===== src/rtl/wb_initiator_pkg.sv =====
// Shared types and defaults for the Wishbone B4 classic single-access initiator.
package wb_initiator_pkg;

    typedef enum logic [1:0] {
        ST_IDLE = 2'd0,
        ST_BUS  = 2'd1,
        ST_RESP = 2'd2
    } state_t;

    localparam int DEF_ADDR_W  = 32;
    localparam int DEF_DATA_W  = 32;
    localparam int SEL_W       = DEF_DATA_W / 8;
    localparam int DEF_TIMEOUT = 255;

endpackage


===== src/rtl/wb_init_timeout_ctr.sv =====
// Bus-cycle watchdog: counts BUS cycles that saw no ack/err and flags the
// cycle in which the TIMEOUT_CYCLES-th such cycle is being spent.
module wb_init_timeout_ctr
    import wb_initiator_pkg::*;
#(
    parameter int TIMEOUT_CYCLES = DEF_TIMEOUT
) (
    input  logic i_clk,
    input  logic i_rst_n,
    input  logic i_clear,
    input  logic i_enable,
    output logic o_expire
);

    localparam int               CNT_W = $clog2(TIMEOUT_CYCLES + 1);
    localparam logic [CNT_W-1:0] LAST  = CNT_W'(TIMEOUT_CYCLES - 1);
    localparam logic [CNT_W-1:0] LIMIT = CNT_W'(TIMEOUT_CYCLES);

    logic [CNT_W-1:0] r_cnt;

    // Count idle BUS cycles; cleared when a new command is accepted, saturates at the limit.
    always_ff @(posedge i_clk or negedge i_rst_n) begin
        if (!i_rst_n) begin
            r_cnt <= '0;
        end else if (i_clear) begin
            r_cnt <= '0;
        end else if (i_enable && (r_cnt != LIMIT)) begin
            r_cnt <= r_cnt + CNT_W'(1);
        end
    end

    // Expiry is combinational so the FSM leaves BUS at the end of the last allowed cycle.
    assign o_expire = i_enable && (r_cnt == LAST);

endmodule


===== src/rtl/wb_initiator_bridge.sv =====
// Wishbone B4 classic single-access initiator (master end of the user-area bus).
// One command at a time: accept on cmd_valid/cmd_ready, run one CYC/STB cycle,
// return status/read data on rsp_valid/rsp_ready.
// Optional feature: define WB_INIT_TIMEOUT_EN to abort a bus cycle that sees no
// ack/err within TIMEOUT_CYCLES cycles (reported as rsp_err=1).
module wb_initiator_bridge
    import wb_initiator_pkg::*;
#(
    parameter int ADDR_W         = DEF_ADDR_W,
    parameter int DATA_W         = DEF_DATA_W,
    parameter int TIMEOUT_CYCLES = DEF_TIMEOUT
) (
    input  logic                wb_clk_i,
    input  logic                wb_rst_ni,
    // command port
    input  logic                cmd_valid,
    output logic                cmd_ready,
    input  logic                cmd_we,
    input  logic [ADDR_W-1:0]   cmd_adr,
    input  logic [DATA_W-1:0]   cmd_dat,
    input  logic [DATA_W/8-1:0] cmd_sel,
    // response port
    output logic                rsp_valid,
    input  logic                rsp_ready,
    output logic [DATA_W-1:0]   rsp_dat,
    output logic                rsp_err,
    // Wishbone master
    output logic                wbm_cyc_o,
    output logic                wbm_stb_o,
    output logic                wbm_we_o,
    output logic [DATA_W/8-1:0] wbm_sel_o,
    output logic [ADDR_W-1:0]   wbm_adr_o,
    output logic [DATA_W-1:0]   wbm_dat_o,
    input  logic [DATA_W-1:0]   wbm_dat_i,
    input  logic                wbm_ack_i,
    input  logic                wbm_err_i
);

    state_t r_state;
    state_t w_state_nxt;

    logic                w_bus;
    logic                w_accept;
    logic                w_done;
    logic                w_timeout;

    logic                r_we;
    logic [DATA_W/8-1:0] r_sel;
    logic [ADDR_W-1:0]   r_adr;
    logic [DATA_W-1:0]   r_dat;
    logic [DATA_W-1:0]   r_rsp_dat;
    logic                r_rsp_err;

    assign w_bus    = (r_state == ST_BUS);
    assign w_accept = (r_state == ST_IDLE) && cmd_valid;
    // ack/err outside BUS never reach this term, so they are ignored there.
    assign w_done   = w_bus && (wbm_ack_i || wbm_err_i || w_timeout);

`ifdef WB_INIT_TIMEOUT_EN
    wb_init_timeout_ctr #(
        .TIMEOUT_CYCLES (TIMEOUT_CYCLES)
    ) u_timeout_ctr (
        .i_clk    (wb_clk_i),
        .i_rst_n  (wb_rst_ni),
        .i_clear  (w_accept),
        .i_enable (w_bus && !wbm_ack_i && !wbm_err_i),
        .o_expire (w_timeout)
    );
`else
    // No watchdog: the expression is constant-false, BUS waits for ack/err indefinitely.
    assign w_timeout = (TIMEOUT_CYCLES < 0);
`endif

    // State register; async reset drops CYC/STB immediately and discards any in-flight command.
    always_ff @(posedge wb_clk_i or negedge wb_rst_ni) begin
        if (!wb_rst_ni) begin
            r_state <= ST_IDLE;
        end else begin
            r_state <= w_state_nxt;
        end
    end

    // Next-state logic: IDLE -> BUS on accept, BUS -> RESP on ack/err/timeout, RESP -> IDLE on rsp_ready.
    always_comb begin
        w_state_nxt = r_state;
        case (r_state)
            ST_IDLE: if (cmd_valid) w_state_nxt = ST_BUS;
            ST_BUS:  if (w_done)    w_state_nxt = ST_RESP;
            ST_RESP: if (rsp_ready) w_state_nxt = ST_IDLE;
            default:                w_state_nxt = ST_IDLE;
        endcase
    end

    // Output decode: handshake and CYC/STB are pure functions of the registered state.
    always_comb begin
        cmd_ready = 1'b0;
        rsp_valid = 1'b0;
        wbm_cyc_o = 1'b0;
        wbm_stb_o = 1'b0;
        case (r_state)
            ST_IDLE: cmd_ready = 1'b1;
            ST_BUS: begin
                wbm_cyc_o = 1'b1;
                wbm_stb_o = 1'b1;
            end
            ST_RESP: rsp_valid = 1'b1;
            default: ;
        endcase
    end

    // Command capture: WB request fields latch on accept and hold through BUS and afterwards.
    always_ff @(posedge wb_clk_i or negedge wb_rst_ni) begin
        if (!wb_rst_ni) begin
            r_we  <= 1'b0;
            r_sel <= '0;
            r_adr <= '0;
            r_dat <= '0;
        end else if (w_accept) begin
            r_we  <= cmd_we;
            r_sel <= cmd_sel;
            r_adr <= cmd_adr;
            r_dat <= cmd_dat;
        end
    end

    // Response capture on bus completion; err (or timeout) forces zero data, writes always return zero.
    always_ff @(posedge wb_clk_i or negedge wb_rst_ni) begin
        if (!wb_rst_ni) begin
            r_rsp_dat <= '0;
            r_rsp_err <= 1'b0;
        end else if (w_done) begin
            r_rsp_err <= wbm_err_i || w_timeout;
            r_rsp_dat <= (!r_we && wbm_ack_i && !wbm_err_i) ? wbm_dat_i : '0;
        end
    end

    assign wbm_we_o  = r_we;
    assign wbm_sel_o = r_sel;
    assign wbm_adr_o = r_adr;
    assign wbm_dat_o = r_dat;
    assign rsp_dat   = r_rsp_dat;
    assign rsp_err   = r_rsp_err;

endmodule


===== config.mk =====
export PLATFORM = sky130hd
export DESIGN_NAME = wb_initiator_bridge
export DESIGN_NICKNAME = d
export VERILOG_FILES = /design/src/rtl/wb_initiator_pkg.sv /design/src/rtl/wb_init_timeout_ctr.sv /design/src/rtl/wb_initiator_bridge.sv
export SDC_FILE = /design/constraint.sdc
export NUM_CORES = 1
export LEC_CHECK = 0
export BUFFER_PORTS_ARGS = -buffer_cell sky130_fd_sc_hd__buf_2
export CORE_AREA = 2 2 136 85
export DETAILED_ROUTE_END_ITERATION = 6
export DIE_AREA = 0 0 138 87
export PLACE_DENSITY = 0.71
export SLEW_MARGIN = 20
export SYNTH_ARGS = -nofsm -noshare
export SYNTH_HDL_FRONTEND = slang
export SYNTH_SLANG_ARGS = --single-unit

===== constraint.sdc =====
create_clock -name wb_clk_i -period 1.6 [get_ports wb_clk_i]
set_clock_uncertainty 0.05 [all_clocks]
set_input_delay 0.08 -clock wb_clk_i [delete_from_list [all_inputs] [get_ports wb_clk_i]]
set_output_delay 0.08 -clock wb_clk_i [all_outputs]
set_load 0.01 [all_outputs]

==> metrics.md <==
| Metric | Value |
|---|---|
| Seq cells post-synth | `~100` |
| Setup slack after layout | `approximately 0.11 ns` |
| Unrepaired setup endpoints after global routing | `false` |
| Max Cap Violations | `0` |
| # setup viols final | `0` |
| I/O pin cnt | `213` |
| Via density | `4.57` |
| Fin. Hold Viols | `0` |
| Critical path class | `register to register` |
| Synth Area in Simple Gates | `1.33%` |
| DRC Markers | `0` |
| Ant. Diodes | `0` |
| Reg clk slew, reported paths | `~0.070 ns` |
| Die Span X | `138 um` |
| Drt pass-1 iters | `4` |
| Slew Limit Fails | `0` |
| Net count after synthesis | `340` |
| Post-CTS resize count | `0` |
| Finished layout cell area | `~6700 um2` |
| Final GP Congestion | `0.755` |
| Crit path time final | `approximately 1.5 ns` |
| Rows | `30` |
| Register area share after synthesis | `approximately 62%` |
| Placed insts | `~580` |
| Hpwl dp | `just under 7000 um` |
| Die height | `slightly below 90 um` |
| Worst-Margin Slew | `0.397 ns` |
| Max H-tree Level | `3` |
| Leak | `approximately 3.5 nW` |
| Setup TNS | `0 ns` |
| Main synth FF type | `dfrtp_1` |
| Mapped Cells | `233` |
| Cell taking the most area after synthesis | `dfrtp_1` |
| WP data required | `1.81 ns` |
| Worst VDD drop | `0.938 mV` |
| Adder-Cell Fraction of Synth Area | `0%` |
| Routed Antenna Nets | `0` |
| Post-CTS setup buffer count | `0` |
| Final Util | `between 60% and 70%` |
| Synth cell types | `19` |
| Ys async rst share | `100%` |
| Pre-CTS setup slack | `approximately 0.13 ns` |
| Worst-Skew Late Latency | `0.33 ns` |
| Antenna violations before repair | `0` |
| Nets | `~660` |
| Cell Pwr Density | `roughly 1700 nW/um2` |
| Starting density of the core | `approximately 39%` |
| Via Count | `approximately 3200` |
| Grt ovf | `0` |
| Worst min-delay path class | `primary input to register` |
| Share of layout cells above drive strength 1 | `between 50 and 60%` |
| All-Layer GR Usage | `18.6%` |
| Root Buffer | `clkbuf_16` |
| Syn_area_per_cell | `18.1 um2` |
| Worst setup EP type | `register` |
| CP Launch Type | `register` |
| WL per Instance | `around 16 um` |
| Crit Path Max Fanout | `32` |
| Sink Count | `roughly 100` |
| DRT Wirelength | `~11000 um` |
| Largest family of logic cells by synthesized area | `multiplexers` |
| Crit path DAT | `roughly 1.7 ns` |
| First-pass GRT wire length | `17800 um` |
| I/O Buffers | `approximately 210` |
| Largest net degree at the start of global routing | `49` |
| CTS buffer count | `9` |
| Fmax | `about 0.67 GHz` |
| Die area | `~12000 um2` |
| Post-Syn Area | `roughly 4200 um2` |
| Period utilization | `93.1%` |
| Min Hold Slack | `between 0.03 and 0.04 ns` |
| Power, Total | `around 12 mW` |
| Most frequent cell after synthesis | `dfrtp_1` |
| CTS tree | `built` |
| Yosys warning count | `0` |
| Core ar. | `~11000 um2` |
| Area contributors post-synth | `dfrtp_1 62%, mux2_4 25%, a22o_1 6.8%` |
| Drt initial violations | `109` |
| Mux contribution to synthesized area | `about a quarter` |
| Compound-cell area share of the yosys netlist | `approximately 7.3%` |
| Slew headroom | `about three quarters` |
| Yosys top cell area share | `slightly above 60%` |
| Clock Path Buffers | `2` |
| Vias in the first global route | `between 3000 and 4000` |
| EDFF count, synth | `0` |
| Top cells by count, synth | `104 x dfrtp_1, 69 x mux2_4, 33 x a22o_1` |
| XOR/XNOR share of the synthesized area | `0%` |
| Placed Instance Area | `5400 um2` |
| Status | `finished clean` |
| Finished Layout Cells | `701` |
| P&R area growth vs syn | `59.1%` |
## layer usage
metal / wire, um / track usage (%)
met1: 4670 / 22.8
met2: 5640 / 32.8
met3: 673 / 5.39
met4: 151 / 5.19
met5: 0 / 0
## final timing paths
path	startpoint	to	slack [ns]	cells past startpoint
max	r_state[1]	rsp_dat[7]	0.11	5
min	wbm_ack_i	rsp_err	0.04	3
max reg2reg	r_state[1]	rsp_dat[7]	0.11	5
min reg2reg	rsp_dat[13]	rsp_dat[13]	0.45	1
max in group asynchronous	wb_rst_ni	wbm_adr_o[14]	0.74	3
min in group asynchronous	wb_rst_ni	wbm_dat_o[3]	0.18	2
## final cells by class
cell class                 count  area [um2]
clock buffer                  11         243
fill                         806        4160
timing repair buffer         324        2250
multi-input combinational    112        1400
inverter                       1        3.75
clock inverter                 5        40.0
tap                          144         180
sequential                   104        2600
## sequential cells by signal, summed over array words and instances (netlist names)
register / flops
r_state: 2
rsp_dat: 32
wbm_adr_o: 32
wbm_dat_o: 32
wbm_we_o: 1
rsp_err: 1
wbm_sel_o: 4
## cell usage in the layout, fill, tap and decap left out, drive strengths merged, types with 2 or more instances in the layout
cell type    Yosys  final
buf             14    220
dlygate4sd3      0    104
dfrtp          104    104
mux2            69     69
a22o            33     33
clkbuf           2     11
inv              1      3
clkinv           0      3
nor2             2      2
o21ai            2      2
## cells by family (layout without fill, tap and decap cells)
kind of cell	Yosys count	after routing
buffers and inverters	17	341
flip-flops	104	104
AO/OA/AOI/OAI	36	36
multiplexers	69	69
AND/OR/NAND/NOR	7	7
## worst max-delay path, stage by stage (launching register included)
cell      delay [ns]
dfrtp_1         0.38
buf_4           0.15
nor2b_4         0.18
and4bb_1        0.27
buf_12          0.20
a22o_1          0.19
## power breakdown
part           switching (mW)  internal (mW)
combinational            2.13           2.91
clock                   0.955           1.11
sequential              0.729           3.86
## repair_timing
| item | 4_1_cts | 5_1_grt |
|---|---|---|
| setup endpoints to repair | 0 | 0 |
| endpoints found under the hold margin | 160 | 0 |
| hold buffers | 104 | 0 |
No activity file was read; power rests on OpenSTA's default activity.
